<file path="src/rtl/boost_pkg.sv">
// Shared definitions for the charge/fire sequencer: FSM state codes,
// register offsets, CTRL/STATUS bit positions and small helpers.
package boost_pkg;

    // State codes are visible to firmware through STATUS[7:4].
    typedef enum logic [3:0] {
        ST_INIT     = 4'd0,
        ST_IDLE     = 4'd1,
        ST_CHARGE   = 4'd2,
        ST_SETTLE   = 4'd3,
        ST_FIRE     = 4'd4,
        ST_COOLDOWN = 4'd5,
        ST_FAULT    = 4'd6
    } state_e;

    // Register offsets from the base address.
    localparam logic [4:0] OFS_CTRL   = 5'h00;
    localparam logic [4:0] OFS_STATUS = 5'h04;
    localparam logic [4:0] OFS_TARGET = 5'h08;
    localparam logic [4:0] OFS_WIDTH  = 5'h0C;
    localparam logic [4:0] OFS_SHOTS  = 5'h10;

    // CTRL pulse bits.
    localparam int CTRL_START = 0;
    localparam int CTRL_ABORT = 1;
    localparam int CTRL_CLEAR = 2;

    // STATUS bit positions.
    localparam int STAT_BUSY      = 0;
    localparam int STAT_DONE      = 1;
    localparam int STAT_TIMEOUT   = 2;
    localparam int STAT_SAG       = 3;
    localparam int STAT_STATE_LSB = 4;

    localparam int TIMER_W = 24;

    // Drive outputs toward the boost controller and the coil.
    typedef struct packed {
        logic init;
        logic enable;
        logic fire;
    } drive_t;

    // Outputs that belong to each state; at most one bit is ever set.
    function automatic drive_t drive_for(input state_e s);
        drive_t d;
        d = '0;
        case (s)
            ST_INIT:   d.init   = 1'b1;
            ST_CHARGE: d.enable = 1'b1;
            ST_FIRE:   d.fire   = 1'b1;
            default:   d = '0;
        endcase
        return d;
    endfunction

    // a - b clamped at zero, for the sag threshold.
    function automatic logic [11:0] sat_sub12(input logic [11:0] a, input logic [11:0] b);
        return (a > b) ? (a - b) : 12'd0;
    endfunction

endpackage

</file>
<file path="src/rtl/cycle_timer.sv">
// Shared state timer: cleared by a load pulse on the first cycle of a
// state, then counts up; expired flags that the elapsed count hit limit.
module cycle_timer #(
    parameter int W = 24
) (
    input  logic         clk,
    input  logic         reset,
    input  logic         load,
    input  logic [W-1:0] limit,
    output logic         expired
);

    logic [W-1:0] cnt_q;
    logic [W-1:0] elapsed;

    // During the load cycle the stale count is hidden so the first cycle of
    // a state reads as zero elapsed.
    assign elapsed = load ? '0 : cnt_q;
    assign expired = (elapsed == limit);

    // Count cycles since state entry, saturating at all-ones.
    always_ff @(posedge clk or negedge reset) begin
        if (!reset) begin
            cnt_q <= '0;
        end else if (load) begin
            cnt_q <= {{(W-1){1'b0}}, 1'b1};
        end else if (cnt_q != '1) begin
            cnt_q <= cnt_q + 1'b1;
        end
    end

endmodule

</file>
<file path="src/rtl/charge_fire_sequencer.sv">
// Memory-mapped shot sequencer: calibrates the boost converter, charges to
// a target voltage, lets it settle, fires the coil and enforces a cooldown.
module charge_fire_sequencer
    import boost_pkg::*;
#(
    parameter logic [31:0] BASE_ADDR      = 32'h0000_0100,
    parameter int unsigned CHARGE_TIMEOUT = 2000000,
    parameter int unsigned SETTLE_TIME    = 5000,
    parameter int unsigned VOUT_MARGIN    = 20,
    parameter int unsigned COOLDOWN_TIME  = 100000,
    parameter logic [15:0] FIRE_WIDTH_RST = 16'd1000
) (
    input  logic        clk,
    input  logic        reset,
    input  logic        mem_valid_i,
    output logic        mem_ready_o,
    input  logic [31:0] mem_addr_i,
    input  logic [31:0] mem_wdata_i,
    input  logic [3:0]  mem_wstrb_i,
    output logic [31:0] mem_rdata_o,
    input  logic [11:0] vout_adc,
    input  logic        boost_running,
    input  logic        boost_init_finished,
    output logic        boost_init_o,
    output logic        boost_enable_o,
    output logic        fire_out
);

    // ------------------------------------------------------------------
    // Bus decode
    // ------------------------------------------------------------------
    logic [31:0] addr_diff;
    logic [4:0]  ofs;
    logic        addressed;
    logic        addr_seen_q;
    logic        first;
    logic        wr_hit;
    logic        rd_hit;
    logic        ctrl_wr;
    logic        start_p;
    logic        abort_p;
    logic        clear_p;
    logic [31:0] rd_mux;

    // Register file
    logic [11:0] target_q;
    logic [15:0] width_q;
    logic [11:0] vout_q;

    // FSM state
    state_e      state_q;
    drive_t      drive_q;
    logic        entry_q;
    logic        done_q;
    logic        timeout_q;
    logic        sag_q;
    logic [15:0] width_lat_q;
    logic [15:0] shot_count_q;

    // Timer interface
    logic [TIMER_W-1:0] tmr_limit;
    logic               tmr_expired;

    logic        busy;
    logic [11:0] sag_floor;
    logic [15:0] eff_width;

    assign addr_diff = mem_addr_i - BASE_ADDR;
    assign ofs       = addr_diff[4:0];
    assign addressed = mem_valid_i && (mem_addr_i >= BASE_ADDR) && (addr_diff <= 32'h10);

    // A transaction is acted on only in the cycle it is first seen, so a
    // master holding valid gets exactly one ack.
    assign first   = addressed && !addr_seen_q;
    assign wr_hit  = first && (|mem_wstrb_i);
    assign rd_hit  = first && !(|mem_wstrb_i);
    assign ctrl_wr = wr_hit && (ofs == OFS_CTRL);

    // fault_clear outranks abort, which outranks start; a start sharing a
    // write with either of the others is dropped.
    assign clear_p = ctrl_wr && mem_wdata_i[CTRL_CLEAR];
    assign abort_p = ctrl_wr && mem_wdata_i[CTRL_ABORT] && !mem_wdata_i[CTRL_CLEAR];
    assign start_p = ctrl_wr && mem_wdata_i[CTRL_START]
                     && !mem_wdata_i[CTRL_ABORT] && !mem_wdata_i[CTRL_CLEAR];

    assign busy      = !((state_q == ST_IDLE) || (state_q == ST_FAULT));
    assign sag_floor = sat_sub12(target_q, 12'(VOUT_MARGIN));
    assign eff_width = (width_q == 16'd0) ? 16'd1 : width_q;

    // Read data selection for mapped offsets; everything else reads zero.
    always_comb begin
        // NOTE: a default before the case keeps every path assigned, so no latch is inferred.
        rd_mux = '0;
        case (ofs)
            OFS_STATUS: begin
                rd_mux[STAT_BUSY]                       = busy;
                rd_mux[STAT_DONE]                       = done_q;
                rd_mux[STAT_TIMEOUT]                    = timeout_q;
                rd_mux[STAT_SAG]                        = sag_q;
                rd_mux[STAT_STATE_LSB+3:STAT_STATE_LSB] = state_q;
            end
            OFS_TARGET: rd_mux[11:0] = target_q;
            OFS_WIDTH:  rd_mux[15:0] = width_q;
            OFS_SHOTS:  rd_mux[15:0] = shot_count_q;
            default:    rd_mux = '0;
        endcase
    end

    // Bus handshake, read data register and the two RW configuration registers.
    always_ff @(posedge clk or negedge reset) begin
        if (!reset) begin
            addr_seen_q <= 1'b0;
            mem_ready_o <= 1'b0;
            mem_rdata_o <= '0;
            target_q    <= '0;
            width_q     <= FIRE_WIDTH_RST;
        end else begin
            // NOTE: state updates use non-blocking assignments so every flop samples pre-edge values.
            addr_seen_q <= addressed;
            mem_ready_o <= first;
            mem_rdata_o <= rd_hit ? rd_mux : '0;
            if (wr_hit && (ofs == OFS_TARGET)) begin
                target_q <= mem_wdata_i[11:0];
            end
            if (wr_hit && (ofs == OFS_WIDTH)) begin
                width_q <= mem_wdata_i[15:0];
            end
        end
    end

    // Single sampling point for the ADC so all compares see one value per cycle.
    always_ff @(posedge clk or negedge reset) begin
        if (!reset) begin
            vout_q <= '0;
        end else begin
            vout_q <= vout_adc;
        end
    end

    // Per-state timer limit; the timer reads zero on the first cycle of a
    // state, so a limit of N-1 gives a state that lasts N cycles.
    always_comb begin
        tmr_limit = '0;
        case (state_q)
            ST_CHARGE:   tmr_limit = TIMER_W'(CHARGE_TIMEOUT);
            ST_SETTLE:   tmr_limit = TIMER_W'(SETTLE_TIME - 1);
            ST_FIRE:     tmr_limit = {8'd0, width_lat_q} - 24'd1;
            ST_COOLDOWN: tmr_limit = TIMER_W'(COOLDOWN_TIME - 1);
            default:     tmr_limit = '0;
        endcase
    end

    cycle_timer #(
        .W(TIMER_W)
    ) u_timer (
        .clk     (clk),
        .reset   (reset),
        .load    (entry_q),
        .limit   (tmr_limit),
        .expired (tmr_expired)
    );

    // Shot sequencer with registered drive outputs, sticky flags and shot counter.
    always_ff @(posedge clk or negedge reset) begin
        if (!reset) begin
            state_q      <= ST_INIT;
            drive_q      <= '0;
            entry_q      <= 1'b0;
            done_q       <= 1'b0;
            timeout_q    <= 1'b0;
            sag_q        <= 1'b0;
            width_lat_q  <= 16'd1;
            shot_count_q <= '0;
        end else begin
            // Hold the current state's outputs unless a transition below overrides them.
            drive_q <= drive_for(state_q);
            entry_q <= 1'b0;
            if (abort_p && (state_q inside {ST_CHARGE, ST_SETTLE, ST_FIRE, ST_COOLDOWN})) begin
                state_q <= ST_IDLE;
                drive_q <= '0;
                entry_q <= 1'b1;
            end else begin
                case (state_q)
                    ST_INIT: begin
                        if (boost_init_finished) begin
                            state_q <= ST_IDLE;
                            drive_q <= drive_for(ST_IDLE);
                            entry_q <= 1'b1;
                        end
                    end
                    ST_IDLE: begin
                        if (start_p && (target_q != 12'd0)) begin
                            state_q <= ST_CHARGE;
                            drive_q <= drive_for(ST_CHARGE);
                            entry_q <= 1'b1;
                            done_q  <= 1'b0;
                        end
                    end
                    ST_CHARGE: begin
                        if ((vout_q >= target_q) && !boost_running) begin
                            state_q <= ST_SETTLE;
                            drive_q <= drive_for(ST_SETTLE);
                            entry_q <= 1'b1;
                        end else if (tmr_expired) begin
                            state_q   <= ST_FAULT;
                            drive_q   <= drive_for(ST_FAULT);
                            entry_q   <= 1'b1;
                            timeout_q <= 1'b1;
                        end
                    end
                    ST_SETTLE: begin
                        if (tmr_expired) begin
                            if (vout_q >= sag_floor) begin
                                state_q     <= ST_FIRE;
                                drive_q     <= drive_for(ST_FIRE);
                                entry_q     <= 1'b1;
                                width_lat_q <= eff_width;
                            end else begin
                                state_q <= ST_FAULT;
                                drive_q <= drive_for(ST_FAULT);
                                entry_q <= 1'b1;
                                sag_q   <= 1'b1;
                            end
                        end
                    end
                    ST_FIRE: begin
                        if (tmr_expired) begin
                            state_q      <= ST_COOLDOWN;
                            drive_q      <= drive_for(ST_COOLDOWN);
                            entry_q      <= 1'b1;
                            shot_count_q <= shot_count_q + 16'd1;
                        end
                    end
                    ST_COOLDOWN: begin
                        if (tmr_expired) begin
                            state_q <= ST_IDLE;
                            drive_q <= drive_for(ST_IDLE);
                            entry_q <= 1'b1;
                            done_q  <= 1'b1;
                        end
                    end
                    ST_FAULT: begin
                        if (clear_p) begin
                            state_q   <= ST_IDLE;
                            drive_q   <= drive_for(ST_IDLE);
                            entry_q   <= 1'b1;
                            timeout_q <= 1'b0;
                            sag_q     <= 1'b0;
                        end
                    end
                    default: begin
                        state_q <= ST_INIT;
                        drive_q <= '0;
                        entry_q <= 1'b1;
                    end
                endcase
            end
        end
    end

    assign boost_init_o   = drive_q.init;
    assign boost_enable_o = drive_q.enable;
    assign fire_out       = drive_q.fire;

    // Bus bits that carry no register content.
    logic unused_bits;
    assign unused_bits = &{1'b0, addr_diff[31:5], mem_wdata_i[31:16]};

endmodule

</file>
<file path="config.mk">
export PLATFORM = sky130hd
export DESIGN_NAME = charge_fire_sequencer
export DESIGN_NICKNAME = d
export VERILOG_FILES = /design/src/rtl/boost_pkg.sv /design/src/rtl/cycle_timer.sv /design/src/rtl/charge_fire_sequencer.sv
export SDC_FILE = /design/constraint.sdc
export NUM_CORES = 1
export LEC_CHECK = 0
export ABC_CLOCK_PERIOD_IN_PS = 4680
export CAP_MARGIN = 10
export CELL_PAD_IN_SITES_DETAIL_PLACEMENT = 0
export CELL_PAD_IN_SITES_GLOBAL_PLACEMENT = 2
export CORE_MARGIN = 4
export CORE_UTILIZATION = 34
export CTS_BUF_LIST = sky130_fd_sc_hd__clkbuf_16
export CTS_CLUSTER_DIAMETER = 40
export CTS_CLUSTER_SIZE = 30
export DETAILED_ROUTE_END_ITERATION = 12
export PLACE_DENSITY_LB_ADDON = 0.1
export SYNTH_ARGS = -nofsm -noshare
export SYNTH_HDL_FRONTEND = slang
export SYNTH_SLANG_ARGS = --single-unit
export TNS_END_PERCENT = 30
</file>
<file path="constraint.sdc">
create_clock -name clk -period 4.68 [get_ports clk]
set_input_delay 0.468 -clock clk [delete_from_list [all_inputs] [get_ports clk]]
set_output_delay 0.468 -clock clk [all_outputs]
set_load 0.02 [all_outputs]
</file>
==> run summary <==
Status - finished clean
Mapped cell area - 7739 µm²
Pint - 0.002342 W
Synth area leader - dfrtp_1
First-pass GRT wire length - 37.98 mm
Setup CP Type - reg2reg
GRT Util Overall - 0.1870
Reg-to-Reg Start - target_q[5]
Fin util - 0.4301
Initial antenna violation count - 0
Clk pwr share - 0.377
Ports - 121
Critical path arrival - 4.16 ns
Max-cap viol count - 0
Ranking of synthesized cells by area - dfrtp_1 38%, ha_1 5.3%, mux2_2 4.1%, nor2_1 3.8%, xnor2_1 3.7%
Net Sw Power - 0.001312 W
H-tree level count - 4
Nets@finish - 1,044
Peak supply drop - 0.1917 mV
RR Endpoint - width_lat_q[13]
Largest net degree at the start of global routing - 66
Detailed Route Iter0 Violations - 388
Routed Antenna Nets - 0
Die X-Extent - 158.9 µm
Slew margin rel. - 0.2664
Synth top area share - 0.3783
Post-synth EDFFs - 0
Worst-path clk slew - 0.06 ns
Fin. max-slew vios - 0
Layout area overhead - 22.78%
Clk sink count - 124
PwrDens - 384.6 nW/µm²
Filler Cells Inserted - 2,179
Crit. End Element - flop
Final Hold Fails - 0
Clk buf depth - 2
Die Area - 25,240 µm²
CTS tree - done
Overall Power - 0.003654 W
Distinct cells, synth - 76
Via density per instance - 5.402
Detail Placement HPWL - 17.97 mm
FFs w/ async S/R, synth - 1.000
CORE AREA - 22,090 µm²
Setup violations, final - 0
Post-Route WL - 23.51 mm
Comb power frac - 0.292
Crit path max-delay cell type - or4_1
TritonRoute pass-1 iters - 5
Reg2Reg Depth - 16
Switching part of the total power - 0.3591
Root buffer cell - clkbuf_16
IO buf count - 88
CP delay by family, top - simple AND/OR/NAND/NOR gates
Synth Instances - 838
Chip Height - 158.9 µm
Clock Skew - 0.01306 ns
CP Data Required Time - 4.98 ns
Mean Syn Cell Area - 9.235 µm²
Cts repair resizes - 0
Min-Delay Path Class - in2async
Synthesis Warnings - 0
Num CTS Buffers - 17
Slew @ Worst Pin - 1.096 ns
Leakage - 4.085 nW
Worst path cell trace - or4_1 -> nor4_1 -> buf_4 -> nand2_1 -> and2_1 -> ha_1 -> nand2b_1 -> a21o_1 -> a21o_1 -> a21oi_1 -> o21a_1 -> a32oi_1 -> buf_4 -> and3_1 -> buf_12 -> mux2_1
Worst setup startpoint - target_q[5]
Postcts setup bufs - 0
Via count - 6,591
Vias in the first global route - 6,816
Top_reg_cell synth - dfrtp_1
Skew-Pair Late Insertion Delay - 0.43 ns
Top-count cell post-synth - dfrtp_1
DRC Markers - 0
CP max stage delay - 0.60 ns
Sum Neg Setup Slack - 0 ns
Crit path launch type - flop
Flop and latch count out of synthesis - 124
GP Congestion - 0.8378
Layout cells sized above 1 - 0.1086
Core Rows - 54
Cts hold-fix bufs - 0
Grt ovf - 0
Worst hold slack - 0.1581 ns
Register area share after synthesis - 0.4021
WP depth - 16
Top cells by count, synth - 117 x dfrtp_1, 79 x nor2_1, 76 x nand2_1
Starting Density - 0.3503
Setup slack, reg-to-reg - 0.82 ns
Crit-path max FO - 16
Period utilization - 0.8238
Worst path bufs/invs - 3
RSZ-0062 raised after global routing - false
Routed WL per cell - 19.27 µm
Fmax - 0.2594 GHz
Sequential Power Share - 0.331
Setup crit end - width_lat_q[13]
Period minus WS final - 3.855 ns
[how the worst min path moves through the flow]
| stage | start | end | slack, ns | cells after the start |
|---|---|---|---|---|
| final | reset | u_timer.cnt_q[18] | 0.16 | 1 |
| after global routing | reset | u_timer.cnt_q[17] | 0.23 | 1 |
| after CTS | reset | u_timer.cnt_q[20] | 0.19 | 1 |
| after detailed placement | entry_q | u_timer.cnt_q[13] | 0.45 | 1 |
| after global placement | entry_q | u_timer.cnt_q[13] | 0.45 | 1 |
| after floorplan | reset | addr_seen_q | 0.17 | 0 |
[logic make-up (layout without fill, tap and decap cells)]
kind of cell	after synthesis	after routing	share of synthesized area
other cells	1	17	0.0004846
xor+xnor	52	52	0.05885
simple gates	349	349	0.2404
buf+inv	85	171	0.05206
mux	39	39	0.05643
flops	124	124	0.4021
compound gates	154	154	0.1350
fa+ha+maj	34	34	0.05465
[power groups by stage]
stage	registers [W]	logic, W	clock network, W
floorplan	0.00121	0.000707	0
global placement	0.00123	0.00105	0
detailed placement	0.00123	0.00106	0
CTS	0.00121	0.00106	0.00141
global route	0.00122	0.00117	0.00145
finish	0.00121	0.00107	0.00138
[metal layers]
metal	global-route usage	up-vias	wire (µm)
met5	0	-	0
met3	0.03603	25	759
met2	0.3165	127	11550
met4	0.05602	0	453
met1	0.2441	3245	10740
li1	-	3194	-
[layout by cell type (no fill, tap or decap), types with 6 or more instances in the layout]
cell type        netlist  routed
nand4_1               17      17
o21a_1                 9       9
and3_1                18      18
nor3_1                28      28
xnor2_1               33      33
buf_4                 18      20
nor4_1                21      21
clkdlybuf4s50_1        0      87
clkbuf_16              0      17
or4_1                  9       9
dfrtp_1              117     117
a21oi_1               23      23
conb_1                 1      16
dfstp_2                7       7
nand3_1               31      31
a222oi_1               6       6
nor2b_1                9       9
a21o_1                 6       6
mux2_2                28      28
nor2_1                79      79
ha_1                  33      33
a22oi_1               11      11
xor2_1                19      19
inv_1                 30      30
nand2_1               76      76
inv_6                  0       6
o21ai_0               52      52
mux2_1                 9       9
or3_1                  9       9
nand2b_1               9       9
[flip-flops by register name (all words and copies together), names as in the netlist]
signal / flops
fire_out: 1
boost_init_o: 1
boost_enable_o: 1
shot_count_q: 16
target_q: 12
mem_rdata_o: 16
timeout_q: 1
width_lat_q: 16
sag_q: 1
state_q: 3
addr_seen_q: 1
mem_ready_o: 1
done_q: 1
u_timer.cnt_q: 24
width_q: 16
entry_q: 1
vout_q: 12
[layout make-up]
| class | count | area [µm²] | share of cell area |
|---|---|---|---|
| clock buffer | 17 | 425.4 | 0.04477 |
| inverter | 31 | 116.4 | 0.01225 |
| sequential | 124 | 3112 | 0.3275 |
| multi-input combinational | 644 | 4280 | 0.4505 |
| clock inverter | 15 | 173.9 | 0.01830 |
| antenna | 1 | 2.502 | 0.0002634 |
| tap | 280 | 350.3 | 0.03687 |
| timing repair buffer | 108 | 1041 | 0.1096 |
[metrics by stage]
stage / area, µm² / instances / worst slack (ns)
3_3_place_gp: 8900 / 1187 / 0.6558
3_5_place_dp: 8900 / 1187 / 0.6115
2_1_floorplan: 7795 / 853 / 0.9748
4_1_cts: 9499 / 1219 / 0.7816
6_report: 9502 / 1220 / 0.8246
5_1_grt: 9499 / 1219 / 0.6040
Note: power is estimated with default switching activity, not from simulation.
